<file path="config.mk">
export PLATFORM = sky130hd
export DESIGN_NAME = var_load_scheduler_flat
export DESIGN_NICKNAME = d
export VERILOG_FILES = /design/src/rtl/var_load_scheduler_pkg.sv /design/src/rtl/var_load_scheduler_if.sv /design/src/rtl/var_load_scheduler_bank_release_tracker.sv /design/src/rtl/var_load_scheduler.sv /design/src/flat_wrapper.sv
export SDC_FILE = /design/constraint.sdc
export NUM_CORES = 1
export LEC_CHECK = 0
export ABC_AREA = 0
export CAP_MARGIN = 5
export CORE_ASPECT_RATIO = 1.4
export CORE_MARGIN = 2
export CORE_UTILIZATION = 53
export CTS_BUF_LIST = sky130_fd_sc_hd__clkbuf_8 sky130_fd_sc_hd__clkbuf_16
export DETAILED_ROUTE_END_ITERATION = 10
export PLACE_DENSITY = 0.77
export SLEW_MARGIN = 20
export SYNTH_ARGS = -nofsm -noshare
export SYNTH_HDL_FRONTEND = slang
export SYNTH_SLANG_ARGS = --single-unit
</file>
<file path="constraint.sdc">
create_clock -name clk -period 4.3 [get_ports clk]
set_input_delay 1.29 -clock clk [delete_from_list [all_inputs] [get_ports clk]]
set_output_delay 1.29 -clock clk [all_outputs]
set_load 0.05 [all_outputs]
</file>
<file path="src/rtl/var_load_scheduler_pkg.sv">
// Shared types for the variance-loader scheduler: FSM states, bank ids and
// the per-run block step.
package pkg_varLoadScheduler;

  typedef enum logic [2:0] {
    S_Idle,
    S_WaitBank,
    S_Start,
    S_WaitDone,
    S_Ack,
    S_Advance,
    S_Drain,
    S_FrameDone
  } STATES_t;

  typedef logic bank_id_t;

  localparam int DEF_CORES           = 32;
  localparam int DEF_WINDOW_BLOCKING = 4;
  localparam int STEP                = DEF_CORES / DEF_WINDOW_BLOCKING;

  // One loader run covers CORES adjacent windows, i.e. this many blocks.
  function automatic int step_blocks(input int cores, input int wb);
    return cores / wb;
  endfunction

endpackage

</file>
<file path="src/rtl/var_load_scheduler_if.sv">
// Start/ack handshake and window address bus between the scheduler (master)
// and the variance loader (slave).
interface var_load_scheduler_if
  import pkg_varLoadScheduler::*;
#(
  parameter int ROW_BITS   = 9,
  parameter int BLOCK_BITS = 8,
  parameter int WIN_BITS   = 6
) ();

  logic                  vl_ready;
  logic                  vl_done;
  logic                  vl_start;
  logic [ROW_BITS-1:0]   vl_startY;
  logic [BLOCK_BITS-1:0] vl_startBlock;
  logic [WIN_BITS-1:0]   vl_winSize;
  bank_id_t              vl_dblBuf;
  logic                  vl_ack;

  modport master (
    input  vl_ready, vl_done,
    output vl_start, vl_startY, vl_startBlock, vl_winSize, vl_dblBuf, vl_ack
  );

  modport slave (
    output vl_ready, vl_done,
    input  vl_start, vl_startY, vl_startBlock, vl_winSize, vl_dblBuf, vl_ack
  );

endinterface

</file>
<file path="src/rtl/var_load_scheduler_bank_release_tracker.sv">
// Per-bank mask of cores still holding the bank; a fill arms every core and
// each core's release clears its own bit.
module bank_release_tracker
  import pkg_varLoadScheduler::*;
#(
  parameter int       CORES = 32,
  parameter bank_id_t BANK  = 1'b0
) (
  input  logic             clk,
  input  logic             resetn,
  input  logic             fill_i,
  input  logic [CORES-1:0] rel_valid_i,
  input  logic [CORES-1:0] rel_bank_i,
  output logic             full_o
);

  logic [CORES-1:0] pending_q;
  logic [CORES-1:0] pending_d;
  logic [CORES-1:0] hit;

  // A fill overrides any release aimed at this bank in the same cycle.
  always_comb begin
    hit       = rel_valid_i & (BANK ? rel_bank_i : ~rel_bank_i);
    pending_d = fill_i ? '1 : (pending_q & ~hit);
  end

  always_ff @(posedge clk) begin
    if (!resetn) begin
      pending_q <= '0;
    end else begin
      pending_q <= pending_d;
    end
  end

  assign full_o = |pending_q;

endmodule

</file>
<file path="src/rtl/var_load_scheduler.sv">
// Walks the window origin over a frame, runs the variance loader once per
// origin and ping-pongs its double buffer, waiting for cores to free a bank.
module var_load_scheduler
  import pkg_varLoadScheduler::*;
#(
  parameter int CORES           = 32,
  parameter int WINDOW_BLOCKING = 4,
  parameter int ROW_BITS        = 9,
  parameter int BLOCK_BITS      = 8,
  parameter int WIN_BITS        = 6
) (
  input  logic                  clk,
  input  logic                  resetn,
  input  logic                  frame_start,
  input  logic [ROW_BITS-1:0]   cfg_rows,
  input  logic [BLOCK_BITS-1:0] cfg_blocks,
  input  logic [WIN_BITS-1:0]   cfg_win,
  var_load_scheduler_if.master  vl,
  input  logic [CORES-1:0]      rel_valid,
  input  logic [CORES-1:0]      rel_bank,
  output logic [1:0]            bank_full,
  output logic                  bank_fill,
  output bank_id_t              bank_fill_id,
  output logic                  frame_done
);

  localparam int RUN_STEP = step_blocks(CORES, WINDOW_BLOCKING);
  localparam int CW       = BLOCK_BITS + WIN_BITS + 1;
  localparam int RW       = ROW_BITS + WIN_BITS + 1;

  STATES_t               state_q, state_d;
  logic [ROW_BITS-1:0]   row_q, row_d;
  logic [BLOCK_BITS-1:0] blk_q, blk_d;
  bank_id_t              tgt_q, tgt_d;
  logic [ROW_BITS-1:0]   rows_q, rows_d;
  logic [BLOCK_BITS-1:0] blocks_q, blocks_d;
  logic [WIN_BITS-1:0]   win_q, win_d;

  logic                  start_q;
  logic                  ack_fill_q;
  bank_id_t              fill_id_q;
  logic [ROW_BITS-1:0]   start_y_q;
  logic [BLOCK_BITS-1:0] start_blk_q;
  bank_id_t              dbl_q;

  logic [CW-1:0]         nblk;
  logic [RW-1:0]         nrow;
  logic [1:0]            fill_vec;

  // Rightmost window of the run must still lie inside the image width.
  function automatic logic col_ok(input logic [CW-1:0]         blk,
                                  input logic [BLOCK_BITS-1:0] blocks,
                                  input logic [WIN_BITS-1:0]   win);
    logic [CW-1:0] lhs;
    logic [CW-1:0] rhs;
    lhs = blk * CW'(WINDOW_BLOCKING) + CW'(CORES) + CW'(win) - CW'(1);
    rhs = CW'(blocks) * CW'(WINDOW_BLOCKING);
    return lhs <= rhs;
  endfunction

  function automatic logic row_ok(input logic [RW-1:0]       row,
                                  input logic [ROW_BITS-1:0] rows,
                                  input logic [WIN_BITS-1:0] win);
    return (row + RW'(win)) <= RW'(rows);
  endfunction

  always_comb begin
    state_d  = state_q;
    row_d    = row_q;
    blk_d    = blk_q;
    tgt_d    = tgt_q;
    rows_d   = rows_q;
    blocks_d = blocks_q;
    win_d    = win_q;
    nblk     = CW'(blk_q) + CW'(RUN_STEP);
    nrow     = RW'(row_q) + RW'(1);

    case (state_q)
      S_Idle: begin
        if (frame_start) begin
          rows_d   = cfg_rows;
          blocks_d = cfg_blocks;
          win_d    = cfg_win;
          row_d    = '0;
          blk_d    = '0;
          tgt_d    = 1'b0;
          if (col_ok('0, cfg_blocks, cfg_win) && row_ok('0, cfg_rows, cfg_win)) begin
            state_d = S_WaitBank;
          end else begin
            state_d = S_FrameDone;
          end
        end
      end
      S_WaitBank: begin
        if (!bank_full[tgt_q] && vl.vl_ready) begin
          state_d = S_Start;
        end
      end
      S_Start:    state_d = S_WaitDone;
      S_WaitDone: begin
        if (vl.vl_done) begin
          state_d = S_Ack;
        end
      end
      S_Ack: begin
        tgt_d   = ~tgt_q;
        state_d = S_Advance;
      end
      S_Advance: begin
        // The current row already passed the row test, so only the column matters here.
        if (col_ok(nblk, blocks_q, win_q)) begin
          blk_d   = nblk[BLOCK_BITS-1:0];
          state_d = S_WaitBank;
        end else begin
          blk_d   = '0;
          row_d   = nrow[ROW_BITS-1:0];
          state_d = row_ok(nrow, rows_q, win_q) ? S_WaitBank : S_Drain;
        end
      end
      S_Drain: begin
        if (bank_full == 2'b00) begin
          state_d = S_FrameDone;
        end
      end
      S_FrameDone: begin
        if (!frame_start) begin
          state_d = S_Idle;
        end
      end
      default: state_d = S_Idle;
    endcase
  end

  always_ff @(posedge clk) begin
    if (!resetn) begin
      state_q  <= S_Idle;
      row_q    <= '0;
      blk_q    <= '0;
      tgt_q    <= 1'b0;
      rows_q   <= '0;
      blocks_q <= '0;
      win_q    <= '0;
    end else begin
      state_q  <= state_d;
      row_q    <= row_d;
      blk_q    <= blk_d;
      tgt_q    <= tgt_d;
      rows_q   <= rows_d;
      blocks_q <= blocks_d;
      win_q    <= win_d;
    end
  end

  // Loader-facing outputs are registered; the address holds until the next run.
  always_ff @(posedge clk) begin
    if (!resetn) begin
      start_q     <= 1'b0;
      ack_fill_q  <= 1'b0;
      fill_id_q   <= 1'b0;
      start_y_q   <= '0;
      start_blk_q <= '0;
      dbl_q       <= 1'b0;
    end else begin
      start_q    <= (state_q == S_Start);
      ack_fill_q <= (state_q == S_Ack);
      if (state_q == S_Ack) begin
        fill_id_q <= tgt_q;
      end
      if (state_q == S_Start) begin
        start_y_q   <= row_q;
        start_blk_q <= blk_q;
        dbl_q       <= tgt_q;
      end
    end
  end

  for (genvar gi = 0; gi < 2; gi++) begin : g_bank
    assign fill_vec[gi] = (state_q == S_Ack) && (tgt_q == bank_id_t'(gi));

    bank_release_tracker #(
      .CORES (CORES),
      .BANK  (bank_id_t'(gi))
    ) u_tracker (
      .clk         (clk),
      .resetn      (resetn),
      .fill_i      (fill_vec[gi]),
      .rel_valid_i (rel_valid),
      .rel_bank_i  (rel_bank),
      .full_o      (bank_full[gi])
    );
  end

  assign vl.vl_start      = start_q;
  assign vl.vl_startY     = start_y_q;
  assign vl.vl_startBlock = start_blk_q;
  assign vl.vl_winSize    = win_q;
  assign vl.vl_dblBuf     = dbl_q;
  assign vl.vl_ack        = ack_fill_q;
  assign bank_fill        = ack_fill_q;
  assign bank_fill_id     = fill_id_q;
  assign frame_done       = (state_q == S_FrameDone);

endmodule

</file>
<file path="src/flat_wrapper.sv">
// flat-port wrapper written by rule: the top's interface ports become plain ports
module var_load_scheduler_flat import pkg_varLoadScheduler::*;
#(
  parameter int CORES           = 32,
  parameter int WINDOW_BLOCKING = 4,
  parameter int ROW_BITS        = 9,
  parameter int BLOCK_BITS      = 8,
  parameter int WIN_BITS        = 6
)
  (clk, resetn, frame_start, cfg_rows, cfg_blocks, cfg_win, rel_valid, rel_bank, bank_full, bank_fill, bank_fill_id, frame_done, vl_vl_ready, vl_vl_done, vl_vl_start, vl_vl_startY, vl_vl_startBlock, vl_vl_winSize, vl_vl_dblBuf, vl_vl_ack);
  var_load_scheduler_if #(.ROW_BITS(ROW_BITS), .BLOCK_BITS(BLOCK_BITS), .WIN_BITS(WIN_BITS)) vl_i ();
  input  logic clk;
  input  logic resetn;
  input  logic frame_start;
  input  logic [ROW_BITS-1:0] cfg_rows;
  input  logic [BLOCK_BITS-1:0] cfg_blocks;
  input  logic [WIN_BITS-1:0] cfg_win;
  input  logic [CORES-1:0] rel_valid;
  input  logic [CORES-1:0] rel_bank;
  output logic [1:0] bank_full;
  output logic bank_fill;
  output bank_id_t bank_fill_id;
  output logic frame_done;
  input wire logic [$bits(vl_i.vl_ready)-1:0] vl_vl_ready;
  input wire logic [$bits(vl_i.vl_done)-1:0] vl_vl_done;
  output wire logic [$bits(vl_i.vl_start)-1:0] vl_vl_start;
  output wire logic [$bits(vl_i.vl_startY)-1:0] vl_vl_startY;
  output wire logic [$bits(vl_i.vl_startBlock)-1:0] vl_vl_startBlock;
  output wire logic [$bits(vl_i.vl_winSize)-1:0] vl_vl_winSize;
  output wire logic [$bits(vl_i.vl_dblBuf)-1:0] vl_vl_dblBuf;
  output wire logic [$bits(vl_i.vl_ack)-1:0] vl_vl_ack;
  assign vl_i.vl_ready = vl_vl_ready;
  assign vl_i.vl_done = vl_vl_done;
  assign vl_vl_start = vl_i.vl_start;
  assign vl_vl_startY = vl_i.vl_startY;
  assign vl_vl_startBlock = vl_i.vl_startBlock;
  assign vl_vl_winSize = vl_i.vl_winSize;
  assign vl_vl_dblBuf = vl_i.vl_dblBuf;
  assign vl_vl_ack = vl_i.vl_ack;
  var_load_scheduler #(.CORES(CORES), .WINDOW_BLOCKING(WINDOW_BLOCKING), .ROW_BITS(ROW_BITS), .BLOCK_BITS(BLOCK_BITS), .WIN_BITS(WIN_BITS)) u_core (.clk(clk), .resetn(resetn), .frame_start(frame_start), .cfg_rows(cfg_rows), .cfg_blocks(cfg_blocks), .cfg_win(cfg_win), .vl(vl_i), .rel_valid(rel_valid), .rel_bank(rel_bank), .bank_full(bank_full), .bank_fill(bank_fill), .bank_fill_id(bank_fill_id), .frame_done(frame_done));
endmodule
</file>
-- Yosys cells after proc, flatten, opt, wreduce, memory -nomap -nowiden
Cells that the tools add are included.
- input port bits: 92
- output and inout bits: 31
- flip-flop bits (word level): 129
- logic and storage cells: 86
- equality and inequality tests: 13
- order comparisons: 5
- muxes and demuxes: 21
- add/subtract/negate cells: 8
- reduce and logical (&&, ||, !) cells: 16
- bitwise operators: 8
- operators by type and width (cell ; number):
    AND 32 bit ; 4
    NOT 32 bit ; 3
    2-to-1 mux 32 bit ; 2
    OR reduction 32 bit ; 2
    <= comparator 15 x 10 -> 1 bit ; 2
    subtractor 15 x 1 -> 15 bit, second input constant ; 2
    2-to-1 mux 3 bit ; 8
    one-hot mux 3 bit (8 select lines) ; 1
    2-to-1 mux 9 bit ; 2
    one-hot mux 9 bit (2 select lines) ; 1
    adder 16 x 6 -> 16 bit ; 1
    <= comparator 16 x 9 -> 1 bit ; 1
    2-to-1 mux 8 bit ; 2
    one-hot mux 8 bit (2 select lines) ; 1
    adder 15 x 6 -> 15 bit ; 1
    adder 15 x 6 -> 15 bit, second input constant ; 1
    == test 3 bit, second input constant ; 4
    adder 9 x 1 -> 10 bit, second input constant ; 1
    adder 8 x 4 -> 9 bit, second input constant ; 1
    <= comparator 6 x 9 -> 1 bit ; 1
    inequality test 2 bit, second input constant ; 4
    adder 6 x 6 -> 7 bit, first input constant ; 1
    == test 3 x 2 -> 1 bit, second input constant ; 2
    AND reduction 2 bit ; 3
    other kinds (13) ; 20

-- Longest topological paths before layout
- depth after elaboration: 7
- mapped depth: 18
- mapped depth without buffers: 17

-- Hierarchy
Synthesis repeated with hierarchy kept, for this count alone.
- cells, all modules: 811
- area, all modules: 6517.5 µm²
- modules (own cells, without submodules) (module ; instances ; area an instance (µm²) ; seq. area each (µm²) ; cells an instance):
    var_load_scheduler ; 1 ; 3992.6 ; 1181.1 ; 521
    bank_release_tracker at u_core.g_bank[0].u_tracker ; 1 ; 1302.5 ; 640.6 ; 145
    bank_release_tracker at u_core.g_bank[1].u_tracker ; 1 ; 1222.4 ; 640.6 ; 145

-- Worst setup path before layout
No wires, ideal clock.
- kind: register -> register
- start point: reg u_core.win_q[1], in the netlist u_core.vl.vl_winSize[1]
- end point: reg u_core.blk_q[7]
- path buffers: 0
- setup time: 0.058 ns
- setup slack: 0.221 ns
- arrival time: 4.021 ns
- stages on the path, launching flop included: 17
- period minus slack after synthesis: 4.079 ns
- required time: 4.242 ns
- cell sequence: dfxtp_1 -> nand2b_1 -> inv_1 -> fa_1 -> a21o_1 -> a21oi_1 -> o21bai_1 -> o311ai_0 -> o21ai_0 -> a21oi_1 -> xnor2_1 -> ha_1 -> nand4_1 -> o32a_1 -> or4b_1 -> a21boi_0 -> o21a_1
- longest elaborated chain between the ends: 5
- ends and longest elaborated chain (item ; line ; RTL):
    start: declaration ; var_load_scheduler.sv:37 ; logic [WIN_BITS-1:0] win_q, win_d;
    start signal: assignment ; var_load_scheduler.sv:150 ; win_q <= win_d;
    adder 15 x 6 -> 15 bit ; var_load_scheduler.sv:56 ; lhs = blk * CW'(WINDOW_BLOCKING) + CW'(CORES) + CW'(win) - CW'(1);
    subtractor 15 x 1 -> 15 bit ; var_load_scheduler.sv:56 ;
    <= comparator 15 x 10 -> 1 bit ; var_load_scheduler.sv:58 ; return lhs <= rhs;
    2-to-1 mux 8 bit ; var_load_scheduler.sv:111 ; if (col_ok(nblk, blocks_q, win_q)) begin
    one-hot mux 8 bit (2 select lines) ; var_load_scheduler.sv:78 ; case (state_q)
    end signal: assignment ; var_load_scheduler.sv:146 ; blk_q <= blk_d;
    end: declaration ; var_load_scheduler.sv:33 ; logic [BLOCK_BITS-1:0] blk_q, blk_d;
No other way between the ends.
A chain may end at the register's enable or synchronous reset.

-- Final worst setup path
- start point: in cfg_win[0]
- end point: reg u_core.state_q[1]
- longest elaborated chain between the ends: 7
- elaborated cells between the ends (all ways): 8
- classes of those cells: add/sub: 2; order compare: 2; mux: 3; reduce/logical: 1
- ends and longest elaborated chain (item ; line ; RTL):
    start: declaration ; flat_wrapper.sv:17 ; input logic [WIN_BITS-1:0] cfg_win;
    adder 6 x 6 -> 7 bit ; var_load_scheduler.sv:56 ;
    subtractor 15 x 1 -> 15 bit ; var_load_scheduler.sv:56 ;
    <= comparator 15 x 10 -> 1 bit ; var_load_scheduler.sv:58 ;
    logical AND 1 bit (*) ; var_load_scheduler.sv:87 ; if (col_ok('0, cfg_blocks, cfg_win) && row_ok('0, cfg_rows, cfg_win)) begin
    2-to-1 mux 3 bit (*) ; var_load_scheduler.sv:87 ;
    2-to-1 mux 3 bit (*) ; var_load_scheduler.sv:80 ; if (frame_start) begin
    one-hot mux 3 bit (8 select lines) (*) ; var_load_scheduler.sv:78 ;
    end signal: assignment ; var_load_scheduler.sv:136 ; state_q <= S_Idle;
    end signal: assignment ; var_load_scheduler.sv:144 ; state_q <= state_d;
    end: declaration ; var_load_scheduler.sv:31 ; STATES_t state_q, state_d;
Mark *: on every way between the ends. The rest lies on a longest branch, timed or not. The select of a mux whose other input is x is not followed.

==> impl_results.md <==
* Cell leakage power at 0.003432 uW
* Finished Layout Cells at 1,097
* Setup Viol. Count Final at 0
* Top-area cell type share of the netlist area at 37.17%
* H-tree depth at 4
* Setup crit start kind: input port
* Reg2reg end: u_core.blk_q[7]$_SDFFE_PN0P_
* Post-synth EDFFs at 0
* Outcome: completed
* # IOs at 123
* Shortest period the worst path allows at 4.147 ns
* P per Cell Area at 475.0 nW/um2
* Critical path class: input port to flop
* Number of fill cells at 1,015
* Largest net degree at the start of global routing at 104
* Total number of vias at 6,062
* Gp weighted congestion at 0.8149
* WHS Path Cells at 2
* Gate Count Post-Synth at 827
* Ys flop type: dfxtp_1
* Clock Root Buffer: clkbuf_16
* 1st-pass router iterations at 4
* Final HPWL DP at 12,640 um
* DIE AREA at 13,420 um2
* Total GRT Usage at 25.60%
* Clock Latency Late Sink at 0.42 ns
* Post-route ant nets at 0
* Total routed wirelength at 16,840 um
* Post-Syn Area at 6625 um2
* Placed instance area at 7898 um2
* Placed Instances at 1,065
* Seq/Total Area, Yosys at 37.17%
* Largest fanout on the critical path at 2
* RSZ-0062 raised after global routing: no
* Layout net count at 1,072
* Post-CTS Setup Bufs at 0
* DR WL/cell at 15.35 um
* Yosys Warn Count at 0
* Number of vias per cell at 5.526
* Layout area overhead at 28.48%
* CTS tree: done
* Clk sink count at 123
* Post-synthesis register bit count at 123
* Min-delay src: u_core.blocks_q[1]$_SDFFE_PN0P_
* Fraction of registers with async set/reset at 0%
* Synth top area cells: dfxtp_1 (37%), ha_1 (8.3%), a21boi_0 (8.3%)
* Hold Path Sink: u_core.blocks_q[1]$_SDFFE_PN0P_
* Die Width at 98.49 um
* Normalized max-slew margin at 47.29%
* Initial Util at 54.07%
* Antenna violations before repair at 0
* First-pass GRT wire length at 27,970 um
* Worst-path clk slew at 0.06 ns
* Fin crit share at 96.45%
* Fmax at 241.1 MHz
* Grt ovf at 0
* CTS Buf Count at 17
* DRC errors left at 0
* VDD IR max at 0.5683 mV
* Worst-margin pin slew at 0.7906 ns
* Post-layout util at 69.48%
* Hold-fix buffers, CTS at 0
* Number of global-route vias before repair at 6,308
* Core area at 12,250 um2
* Max-cap violations at 0
* Worst-case reg-to-reg path depth at 16
* Die height at 136.3 um
* Worst path arrival time at 4.46 ns
* Commonest cells in the netlist: nand2_1 (137), dfxtp_1 (123), inv_1 (79)
* Cell with the most instances after synthesis: nand2_1
* Final hold violations at 0
* Cells resized by post-CTS repair at 0
* Hold Path Class: flop to flop
* Worst R2R Setup Slack at 0.32 ns
* Mean Syn Cell Area at 8.011 um2
* Worst flop-to-flop path startpoint: u_core.vl.vl_winSize[0]$_SDFFE_PN0P_
* Port buffer count at 119
* Crit end category: flop
* Area leader, netlist: dfxtp_1
* Critical Path RT at 4.61 ns
* Synth unique cells at 56
* Ant. Diodes at 0
* Share of cells above drive strength 1 at 5.808%
* Final Slew Violations at 0
* CTS max path bufs at 2
* Clock Skew at 0.006979 ns
* Fin area at 8512 um2
* 1st-iter DRT viols at 217
* Row count at 48
==> worst max-delay path, cell delays in order <==
cell	delay, ns
clkdlybuf4s50_1	0.42
or3_1	0.40
nor4_1	0.25
ha_1	0.31
inv_1	0.07
ha_1	0.24
nand4_1	0.09
nor4_1	0.05
or4b_2	0.63
a21oi_1	0.15
a211o_1	0.19
nor3_1	0.08
a311oi_1	0.29
==> power breakdown <==
part	switching, uW	internal, uW	total, uW
logic	772	537	1310
clock network	539	864	1400
registers	90.6	1240	1330
==> worst max path at each step <==
| stage | startpoint | endpoint | slack (ns) | cells past startpoint |
|---|---|---|---|---|
| 3_5_place_dp | cfg_win[0] | u_core.state_q[1]$_SDFFE_PN0P_ | -0.17 | 13 |
| 2_1_floorplan | u_core.vl.vl_winSize[1]$_SDFFE_PN0P_ | u_core.blk_q[7]$_SDFFE_PN0P_ | 0.22 | 16 |
| 5_1_grt | u_core.vl.vl_winSize[0]$_SDFFE_PN0P_ | u_core.blk_q[7]$_SDFFE_PN0P_ | 0.002 | 16 |
| 4_1_cts | cfg_win[0] | u_core.state_q[1]$_SDFFE_PN0P_ | 0.18 | 13 |
| 6_report | cfg_win[0] | u_core.state_q[1]$_SDFFE_PN0P_ | 0.15 | 13 |
| 3_3_place_gp | cfg_win[0] | u_core.state_q[1]$_SDFFE_PN0P_ | 0.02 | 13 |
==> cell usage in the layout (no fill, tap or decap), types with 23 or more instances in the layout <==
master and n:
o21ai_0 40, ha_1 44, clkdlybuf4s50_1 118, dfxtp_1 123
a21boi_0 73, nand2_1 135, nor2_1 23, nor2b_1 40
inv_1 79, a21oi_1 48
==> per-stage QoR <==
| stage | hold slack [ns] | power, uW | TNS (ns) | setup WS (ns) |
|---|---|---|---|---|
| 4_1_cts | 0.4682 | 4040 | 0 | 0.1829 |
| 2_1_floorplan | 0.4435 | 2250 | 0 | 0.2213 |
| 5_1_grt | 0.4905 | 4249 | 0 | 0.001811 |
| 6_report | 0.4655 | 4043 | 0 | 0.1528 |
| 3_3_place_gp | 0.4568 | 2568 | 0 | 0.01662 |
| 3_5_place_dp | 0.4600 | 2625 | -0.2079 | -0.1653 |
==> cells by family after synthesis <==
family | count (synthesis) | share of synthesized area [%]
and+or+nand+nor | 292 | 21.30
muxes | 10 | 1.511
adders and majority gates | 47 | 9.065
other | 1 | 0.05660
AOI/OAI and AO/OA | 205 | 20.13
xor gates and xnor gates | 25 | 3.305
DFF | 123 | 37.17
buffers and inverters | 124 | 7.460
==> cell type report <==
type	count	area, um2	area share [%]
inverters	79	296.5	3.484
repair buffers	130	1269	14.91
clock inverters	11	107.6	1.264
clock buffers	21	480.5	5.645
flip-flops and latches	123	2462	28.93
multi-input cells	583	3709	43.57
well taps	150	187.7	2.205
==> metal layers <==
| metal | wire, um | vias up | track usage (%) |
|---|---|---|---|
| met3 | 743 | 35 | 5.810 |
| met2 | 9320 | 137 | 49.62 |
| met4 | 426 | 0 | 11.49 |
| li1 | - | 3021 | - |
| met5 | 0 | - | 0 |
| met1 | 6346 | 2869 | 25.63 |
==> registers in the layout, indices dropped and copies added, names as in the netlist, 3 cells and up <==
name                               count
u_core.rows_q                          9
u_core.vl.vl_startY                    9
u_core.blocks_q                        8
u_core.state_q                         3
u_core.vl.vl_startBlock                5
u_core.g_bank.u_tracker.pending_q     64
u_core.vl.vl_winSize                   6
u_core.row_q                           9
u_core.blk_q                           5
Note: power is estimated with default switching activity, not from simulation.
